## config.mk

```make
export PLATFORM = sky130hd
export DESIGN_NAME = microwave_timer_ctrl
export DESIGN_NICKNAME = d
export VERILOG_FILES = /design/src/rtl/microwave_timer_ctrl.sv
export SDC_FILE = /design/constraint.sdc
export NUM_CORES = 1
export LEC_CHECK = 0
export BUFFER_PORTS_ARGS = -buffer_cell sky130_fd_sc_hd__buf_2
export CAP_MARGIN = 20
export CORE_ASPECT_RATIO = 0.5
export CORE_MARGIN = 5
export CORE_UTILIZATION = 65
export DETAILED_ROUTE_END_ITERATION = 8
export PLACE_DENSITY = 0.9
export SLEW_MARGIN = 0
export SYNTH_ARGS = -nofsm -noshare
export SYNTH_HDL_FRONTEND = slang
export SYNTH_SLANG_ARGS = --single-unit
```

## constraint.sdc

```tcl
create_clock -name clock -period 4.8 [get_ports clock]
set_input_delay 0.24 -clock clock [delete_from_list [all_inputs] [get_ports clock]]
set_output_delay 0.24 -clock clock [all_outputs]
set_load 0.01 [all_outputs]
```

## src/rtl/microwave_timer_ctrl.sv

```systemverilog
// Microwave timer sequencer: keypad digit entry, counter load/clear strobes,
// the once-per-second countdown enable and the cook/pause/done flow.
module microwave_timer_ctrl #(
    parameter int unsigned TICK_DIV    = 50000000,
    parameter int unsigned BEEP_CYCLES = 100000000,
    parameter int unsigned CNT_W       = 32
) (
    input  logic       clock,
    input  logic       clear,
    input  logic       key_valid,
    input  logic [3:0] key_digit,
    input  logic       start,
    input  logic       stop,
    input  logic       door_closed,
    input  logic       timer_zero,
    output logic [3:0] entry_min,
    output logic [3:0] entry_sec_tens,
    output logic [3:0] entry_sec_ones,
    output logic       timer_loadn,
    output logic       timer_clearn,
    output logic       timer_enable,
    output logic       magnetron_on,
    output logic       done_beep,
    output logic [2:0] state
);

    typedef enum logic [2:0] {
        IDLE  = 3'd0,
        ENTRY = 3'd1,
        LOAD  = 3'd2,
        COOK  = 3'd3,
        PAUSE = 3'd4,
        DONE  = 3'd5
    } state_t;

    localparam logic [CNT_W-1:0] TICK_LAST = CNT_W'(TICK_DIV - 1);
    localparam logic [CNT_W-1:0] BEEP_LAST = CNT_W'(BEEP_CYCLES - 1);

    state_t           st_q, st_nx;
    logic [3:0]       min_q, tens_q, ones_q;
    logic [CNT_W-1:0] tick_cnt, beep_cnt;
    logic             clearn_q;
    logic             key_ok, entry_nz;

    // A digit is refused once minutes is occupied or when it would push a
    // value above 5 into the seconds-tens position.
    assign key_ok   = key_valid && (key_digit <= 4'd9) && (ones_q <= 4'd5) && (min_q == 4'd0);
    assign entry_nz = (min_q | tens_q | ones_q) != 4'd0;

    always_comb begin
        st_nx = st_q;
        unique case (st_q)
            IDLE, ENTRY: begin
                if (stop)
                    st_nx = IDLE;
                else if (start) begin
                    if (door_closed && entry_nz)
                        st_nx = LOAD;
                end else if (key_ok)
                    st_nx = ENTRY;
            end
            LOAD:  st_nx = COOK;
            COOK: begin
                if (stop || !door_closed)
                    st_nx = PAUSE;
                else if (timer_zero)
                    st_nx = DONE;
            end
            PAUSE: begin
                if (stop)
                    st_nx = IDLE;
                else if (start && door_closed)
                    st_nx = COOK;
            end
            DONE: begin
                if (stop || (beep_cnt == BEEP_LAST))
                    st_nx = IDLE;
            end
            default: st_nx = IDLE;
        endcase
    end

    always_ff @(posedge clock or posedge clear) begin
        if (clear) begin
            st_q         <= IDLE;
            min_q        <= '0;
            tens_q       <= '0;
            ones_q       <= '0;
            tick_cnt     <= '0;
            beep_cnt     <= '0;
            clearn_q     <= 1'b1;
            timer_loadn  <= 1'b1;
            timer_enable <= 1'b0;
            magnetron_on <= 1'b0;
            done_beep    <= 1'b0;
        end else begin
            st_q         <= st_nx;
            timer_loadn  <= (st_nx != LOAD);
            magnetron_on <= (st_nx == COOK);
            done_beep    <= (st_nx == DONE);
            clearn_q     <= !((st_nx == IDLE) && ((st_q == PAUSE) || (st_q == DONE)));
            timer_enable <= 1'b0;
            unique case (st_q)
                IDLE, ENTRY: begin
                    if (stop) begin
                        min_q  <= '0;
                        tens_q <= '0;
                        ones_q <= '0;
                    end else if (!start && key_ok) begin
                        min_q  <= tens_q;
                        tens_q <= ones_q;
                        ones_q <= key_digit;
                    end
                end
                LOAD: tick_cnt <= '0;
                COOK: begin
                    // Tick only advances while cooking continues; pause keeps the phase.
                    if (st_nx == COOK) begin
                        if (tick_cnt == TICK_LAST) begin
                            tick_cnt     <= '0;
                            timer_enable <= 1'b1;
                        end else begin
                            tick_cnt <= tick_cnt + 1'b1;
                        end
                    end
                    if (st_nx == DONE)
                        beep_cnt <= '0;
                end
                PAUSE: begin
                    if (stop) begin
                        min_q  <= '0;
                        tens_q <= '0;
                        ones_q <= '0;
                    end
                end
                DONE: begin
                    if (st_nx == IDLE) begin
                        min_q  <= '0;
                        tens_q <= '0;
                        ones_q <= '0;
                    end else begin
                        beep_cnt <= beep_cnt + 1'b1;
                    end
                end
                default: ;
            endcase
        end
    end

    assign timer_clearn   = clearn_q & ~clear;
    assign entry_min      = min_q;
    assign entry_sec_tens = tens_q;
    assign entry_sec_ones = ones_q;
    assign state          = st_q;

endmodule

```

* Word-level counts from Yosys, hierarchy flattened
Cells that the tools add are included.
** Storage, ports and cells
- Bits in registers :: 84
- Latch bits :: 0
- Memory bits (writable) :: 0
- Memory bits (read-only) :: 0
- Input port bits :: 11
- Output and inout port bits :: 20
- Word-level logic and storage cells :: 89
- Memories :: 0
** Cells by class
- $add $sub $neg :: 2
- Multipliers :: 0
- Div/mod/pow operators :: 0
- Order comparisons :: 2
- Equality and inequality tests :: 16
- Shifts and indexed selects :: 0
- Muxes and demuxes :: 30
- Bitwise logic cells :: 4
- Reduce and logical (&&, ||, !) cells :: 24
** Operator list (count)
- two-way mux 32 bit :: 4
- one-hot mux 32 bit (2 select lines) :: 2
- adder 32 x 1 -> 32 bit (second input constant) :: 2
- one-hot mux 4 bit (3 select lines) :: 3
- equality test 32 x 26 -> 1 bit (second input constant) :: 1
- equality test 32 x 27 -> 1 bit (second input constant) :: 1
- two-way mux 4 bit :: 8
- two-way mux 3 bit :: 9
- one-hot mux 3 bit (5 select lines) :: 1
- != test 2 bit (second input constant) :: 5
- equality test 3 x 2 -> 1 bit (second input constant) :: 3
- equality test 3 bit (second input constant) :: 3
- OR 4 bit :: 2
- logical AND 1 bit :: 7
- zero test 3 bit :: 2
- less-or-equal comparator 4 x 3 -> 1 bit (second input constant) :: 1
- less-or-equal comparator 4 bit (second input constant) :: 1
- zero test 4 bit :: 1
- AND reduction 4 bit :: 1
- nonzero test 2 bit :: 2
- nonzero test 4 bit :: 1
- equality test 3 x 1 -> 1 bit (second input constant) :: 1
- zero test 1 bit :: 3
- logical OR 1 bit :: 3
- other kinds (9) :: 11

* Longest topological paths before layout
Gate-level depths: netlist of the first run.
- Depth in word-level cells :: 11
- Mapped depth :: 9
- Gate-level depth less buffers :: 7

* Worst setup path after synthesis of the first run
No wires, ideal clock.
- Path kind :: reg-to-reg
- Start point :: reg beep_cnt[0]
- End point :: reg min_q[0] (netlist: entry_min[0])
- Arrival time :: 2.100 ns
- Setup slack :: 2.575 ns
- Stages on the path, launching flop included :: 10
- Period minus slack after synthesis :: 2.225 ns
- Path through :: dfrtp_1 ha_1 and2_1 buf_4 nand4_4 nor4_4 nand4_1 a21o_1 buf_6 mux2_4
** On the way
- Longest elaborated chain between the ends :: 7
** Ends and longest elaborated chain
- start: declaration :: line 41 : logic [CNT_W-1:0] tick_cnt, beep_cnt;
- start signal: assignment :: line 142 : beep_cnt <= beep_cnt + 1'b1;
- equality test 32 x 27 -> 1 bit :: line 76 : if (stop || (beep_cnt == BEEP_LAST))
- logical OR 1 bit :: line 76
- two-way mux 3 bit :: line 76
- one-hot mux 3 bit (5 select lines) :: line 52 : unique case (st_q)
- zero test 3 bit :: line 137 : if (st_nx == IDLE) begin
- != test 2 bit (no source line)
- AND reduction 4 bit (no source line)
- end signal: assignment :: line 110 : min_q <= tens_q;
- end: declaration :: line 40 : logic [3:0] min_q, tens_q, ones_q;
Every way passes these cells.
A chain may end at the register's enable or synchronous reset.

* Final worst setup path of the first run
Ends and elaborated chain as after synthesis.

==> flow_summary.ini, run 1 <==
[run_status]
status = completed

[timing]
hold_viol = 0
finalSetupViolCount = 0
final.min_clock_period_ps = 2660
setup-tns-final_ps = 0
rsz0062_at_grt = false
relSlewSlack = 0.418
worst_slew_pin_slew_ps = 866
fmax_mhz = 376
finClkSkew_ps = 10.3
period_share = 0.555
hold_slack_ps = 136
slew_viol_final = 0

[clock_network]
ctsLongestPathBuffers = 2
clock_latency_ps = 350
path_clk_slew_ps = 60
cts_resized = 0
postCtsHoldBufs = 1
clockRootBuffer = clkbuf_16
post_cts_buffers = 0
ctsHtreeMaxLevel = 3
cts.sinks = 84
cts_tree = built
cts_buffers = 9

[logic_synthesis]
yosysWarningCount = 0
synthTopCellsByCount = 82 x dfrtp_1, 64 x nor2_1, 47 x nand2_1
synth_cell_types = 60
synth_cells = 488
ys_seq_elements = 84
async_flop_share = 1.00
synth_most_common_cell = dfrtp_1
seq_area_frac_synth = 0.464
synthTopCellsByArea = dfrtp_1 45%, nor2_1 5.3%, xnor2_1 4.4%
synth_nets = 501
synth_top_area_frac = 0.453
synth_top_area_cell = dfrtp_1
synth_enable_flop_cells = 0
synth-main-ff-cell = dfrtp_1
avgSynthCellArea_um2 = 9.29
synth_area_mm2 = 0.00453

[worst_setup_path]
start_kind = flop
crit_cells = 7
r2r_slack_ps = 2140
crit_chain = ha_1, and2_1, nand4_4, nor4_4, nand4_1, a21o_1, mux2_4
critPathArrivalTime_ps = 2890
cp_max_fo = 12
reg2regPathDepth = 7
regToRegStartpoint = beep_cnt[0]$_DFFE_PP0P_
crit_path_end_kind = flop
slowest_stage = nor4_4
slowest_delay_ps = 500
crit_family = simple AND/OR/NAND/NOR gates
worst-endpoint-required_ps = 5030
worstSetupPathType = flop to flop
r2r_end = entry_min[0]$_DFFE_PP0P_
crit_buf_inv = 0

[power_and_ir_drop]
peakVddDrop_v = 0.000255
total_power_mw = 1.95
leakage_nw = 2.23
power.density_mw_per_mm2 = 386

[die]
top_level_ports = 31
die_area_mm2 = 0.00885
fp.dieW_um = 128
die_h_um = 69.1
fp.coreArea_mm2 = 0.00673
initial_core_util = 0.674
rows = 21

[placed_design]
portBuffers = 30
place_area_mm2 = 0.00476
dp_hpwl_um = 7100
place_congestion = 1.00
dpl.cell_count = 600

[routing]
routed_wirelength_um = 10400
routedWlPerCell_um = 16.9
drt_iter0_markers = 416
antenna_left = 0
vias = 3862
drc_errors = 0
drtPass1Iterations = 5
via_per_inst = 6.26

[hold_path]
holdPathStages = 3
hold_path_class = primary input to flop
hold_path.startpoint = key_digit[3]
min_to = entry_sec_ones[3]$_DFFE_PP0P_

[global_routing]
grt_use_total = 0.246
grt_pass1_vias = 3619
grt.overflow.total = 0
grt_max_degree = 64
grt_pass1_wl_um = 17700
antenna_found_initial = 0

[job]
timing.max_cap.violations = 0

[final_layout]
fin_cells = 617
stdcell_area_mm2 = 0.00506
antenna_cells = 0
fin_nets = 533
area_growth_pct = 11.6
drive_above_1_share = 0.137
fillers = 464
-- worst max-delay path by stage --
stage | startpoint | to | slack [ps]
after CTS | beep_cnt[0]$_DFFE_PP0P_ | entry_min[0]$_DFFE_PP0P_ | 2160
final | beep_cnt[0]$_DFFE_PP0P_ | entry_min[0]$_DFFE_PP0P_ | 2140
after detailed placement | beep_cnt[0]$_DFFE_PP0P_ | entry_min[0]$_DFFE_PP0P_ | 2250
after global routing | beep_cnt[0]$_DFFE_PP0P_ | entry_min[0]$_DFFE_PP0P_ | 2020
after floorplan | clear | beep_cnt[0]$_DFFE_PP0P_ | 2400
after global placement | beep_cnt[0]$_DFFE_PP0P_ | entry_min[0]$_DFFE_PP0P_ | 2340
-- routing by layer --
metal | GRT usage | part of all wire | vias up
met5 | 0 | 0 | -
met4 | 0.0741 | 0.018 | 0
met3 | 0.0602 | 0.062 | 22
met2 | 0.403 | 0.50 | 141
met1 | 0.326 | 0.42 | 1891
li1 | - | - | 1808
-- where the power goes --
| part | switching (mW) | internal [mW] | total [mW] |
|---|---|---|---|
| registers | 0.0756 | 0.774 | 0.849 |
| logic | 0.267 | 0.147 | 0.414 |
| clock network | 0.286 | 0.403 | 0.688 |
-- per-stage QoR --
stage          setup WS (ps)   util
5_1_grt                 2020  0.752
3_5_place_dp            2250  0.707
2_1_floorplan           2400      -
6_report                2140  0.752
3_3_place_gp            2340  0.707
4_1_cts                 2160  0.752
-- layout by cell type, fill, tap and decap left out, types with 3 or more instances in the layout --
cell	instances
or3_1	7
inv_1	17
nor2b_1	4
nor3_1	19
nor2_1	64
xor2_1	14
clkbuf_16	9
buf_4	3
xnor2_1	23
a31oi_1	4
o41ai_1	3
mux2_2	3
and3_1	11
dfrtp_1	82
nand4_1	25
mux2i_1	10
o21ai_0	24
nor4_1	13
nand2_1	47
clkinv_2	3
or2_2	3
nand3_1	23
nor4b_1	4
and2_1	7
a21oi_1	11
o31ai_1	7
and4_1	3
buf_2	30
nor3b_1	5
or4_1	5
-- cells by family after synthesis --
group                    Yosys count  share of synthesized area
flip-flops                        84                      0.464
adder cells (fa/ha/maj)            2                    0.00552
AND/OR/NAND/NOR                  259                      0.312
buffers and inverters             31                     0.0295
AO/OA/AOI/OAI                     61                     0.0844
multiplexers                      14                     0.0328
XOR/XNOR                          37                     0.0715
-- worst register-to-register path, cell delays in order (launching register included) --
cell	delay, ps
dfrtp_1	380
ha_1	220
and2_1	310
nand4_4	150
nor4_4	500
nand4_1	200
a21o_1	410
mux2_4	370
-- sequential cells by signal, indices dropped and copies added, names as in the netlist --
name / flops
state: 3
done_beep: 1
entry_sec_ones: 4
timer_loadn: 1
entry_min: 4
entry_sec_tens: 4
timer_enable: 1
beep_cnt: 32
clearn_q: 1
magnetron_on: 1
tick_cnt: 32
-- final cells by class --
cell class	instances	area [um2]	share of cell area
flip-flops and latches	84	2100	0.416
clock buffers	10	229	0.0453
clock inverters	6	63.8	0.0126
multi-input cells	373	2300	0.454
inverters	18	68.8	0.0136
well taps	92	115	0.0227
repair buffers	34	183	0.0361
Note: power is estimated with default switching activity, not from simulation.
==> run 2, diff against run 1 <==
- CORE_UTILIZATION: 65 -> 55
- PLACE_DENSITY: 0.9 -> 0.81
- clock period: 4.8 -> 2.4 ns (I/O delays scaled with it)
==> run 2 against run 1 <==
  * Fmax rose by 22%
  * Non-clock buffer count rose by 18
  * Register-to-register slack got worse by 1900 ps
  * Sequential share of layout area fell by 1.7 points
  * Critical path type unchanged
  * Critical endpoint is now tick_cnt[2]$_DFFE_PP0P_
==> flow_summary.ini, run 2 (synthesis gave the netlist of run 1 again) <==
[timing]
hold_viol = 0
hold_slack_ps = 23.4
final.min_clock_period_ps = 2190
period_share = 0.912
worst_slew_pin_slew_ps = 616
finClkSkew_ps = 4.97
rsz0062_at_grt = false
fmax_mhz = 457
slew_viol_final = 0
relSlewSlack = 0.589
setup-tns-final_ps = 0
finalSetupViolCount = 0

[power_and_ir_drop]
swShare = 0.303
power_frac_seq = 0.410
power_frac_clock = 0.371
leakage_nw = 2.34
pwr-share-comb = 0.219
p_int_mw = 2.85
power.density_mw_per_mm2 = 775
power.switching_mw = 1.24
peakVddDrop_v = 0.000405

[placed_design]
dp_hpwl_um = 7000
portBuffers = 30
place_congestion = 0.876

[global_routing]
grt_pass1_wl_um = 17800
grt.overflow.total = 0
grt_pass1_vias = 3713
grt_use_total = 0.217
antenna_found_initial = 0
grt_max_degree = 52

[final_layout]
ff_latch_area_mm2 = 0.00210
final_cell_mix = 82 x dfrtp_1, 64 x nor2_1, 47 x nand2_1, 30 x buf_2, 25 x nand4_1
top_regs = beep_cnt x32, tick_cnt x32
fillers = 618
area_growth_pct = 16.4
fin_nets = 551
final_common_cell = dfrtp_1
drive_above_1_share = 0.169
antenna_cells = 0
multi_input_area_mm2 = 0.00230

[routing]
via_per_inst = 5.84
m1WireLength_um = 4570
drc_errors = 0
routedWlPerCell_um = 15.7
wl_met3_um = 582
vias = 3827
antenna_left = 0
maxUsedRoutingLayer = met4
drtPass1Iterations = 5
routed_wirelength_um = 10300
drt_iter0_markers = 407
wl_met2_um = 4930

[clock_network]
clockRootBuffer = clkbuf_16
cts_buffers = 9
clock_latency_ps = 340
cts_tree = built
path_clk_slew_ps = 60
ctsLongestPathBuffers = 2
ctsHtreeMaxLevel = 3
cts.sinks = 84

[die]
initial_core_util = 0.565
fp.coreArea_mm2 = 0.00803
die_h_um = 74.2
die_area_mm2 = 0.0103
top_level_ports = 31
fp.dieW_um = 138
rows = 23

[hold_path]
hold_path_class = primary input to flop
holdPathStages = 3

[job]
timing.max_cap.violations = 0

[worst_setup_path]
worst-endpoint-required_ps = 2610
slowest_stage = nor4_2
slowest_delay_ps = 540
critPathArrivalTime_ps = 2400
reg2regPathDepth = 7
crit_chain = ha_1, and3_1, nand2_1, nor4_2, nor2_1, nand2_1, o21ai_0
worstSetupPathType = flop to flop
start_kind = flop
cp_max_fo = 10
crit_path_end_kind = flop
path_common_cell = nand2_1

[run_status]
status = completed
==> run 2: worst paths after layout <==
path                                    startpoint                       endpoint  slack, ps
max                        tick_cnt[0]$_DFFE_PP0P_        tick_cnt[2]$_DFFE_PP0P_        210
min                                   key_digit[0]  entry_sec_ones[0]$_DFFE_PP0P_         20
max reg2reg                tick_cnt[0]$_DFFE_PP0P_        tick_cnt[2]$_DFFE_PP0P_        210
min reg2reg                tick_cnt[5]$_DFFE_PP0P_        tick_cnt[5]$_DFFE_PP0P_        490
max in group asynchronous                    clear          timer_loadn$_DFF_PP1_       1290
min in group asynchronous                    clear        beep_cnt[0]$_DFFE_PP0P_        410
==> run 2: repair_timing <==
| action | CTS | global route |
|---|---|---|
| hold endpoints to repair | 33 | 0 |
| hold buffers | 1 | 0 |
| gates resized for setup | 0 | 2 |
| setup endpoints to repair | 0 | 3 |
| setup buffers | 0 | 0 |
==> run 2: worst max-delay path: cells and delay by family (launching register included) <==
| kind | cells | cell delay [ps] |
|---|---|---|
| flops | 1 | 410 |
| compound gates | 1 | 140 |
| simple gates | 5 | 1290 |
| fa+ha+maj | 1 | 220 |
==> run 2: final cells by class <==
type,count,area share
clock buffers,12,0.0486
repair buffers,52,0.0626
inverters,18,0.0130
flip-flops and latches,84,0.399
well taps,112,0.0266
clock inverters,4,0.0138
multi-input cells,373,0.437
==> run 2: metrics by stage <==
stage | power [mW] | std cells | utilization | setup WS (ps) | instance area, um2
final | 4.09 | 655 | 0.657 | 211 | 5280
after global routing | 4.29 | 655 | 0.657 | 0.757 | 5280
after CTS | 4.12 | 655 | 0.656 | 156 | 5270
after detailed placement | 2.58 | 638 | 0.614 | 186 | 4930
after global placement | 2.56 | 638 | 0.614 | 215 | 4930
after floorplan | 2.27 | 488 | - | 118 | 4530
==> run 2: power groups by stage <==
| stage | logic [mW] | registers [mW] | clock network, mW |
|---|---|---|---|
| 5_1_grt | 0.999 | 1.69 | 1.60 |
| 3_3_place_gp | 0.865 | 1.69 | 0 |
| 3_5_place_dp | 0.881 | 1.70 | 0 |
| 2_1_floorplan | 0.548 | 1.72 | 0 |
| 6_report | 0.894 | 1.68 | 1.52 |
| 4_1_cts | 0.895 | 1.67 | 1.55 |
==> run 2: layer usage <==
layer	vias to the layer above	GRT usage
met2	128	0.362
met4	0	0.0876
li1	1855	-
met5	-	0
met1	1816	0.272
met3	28	0.0629
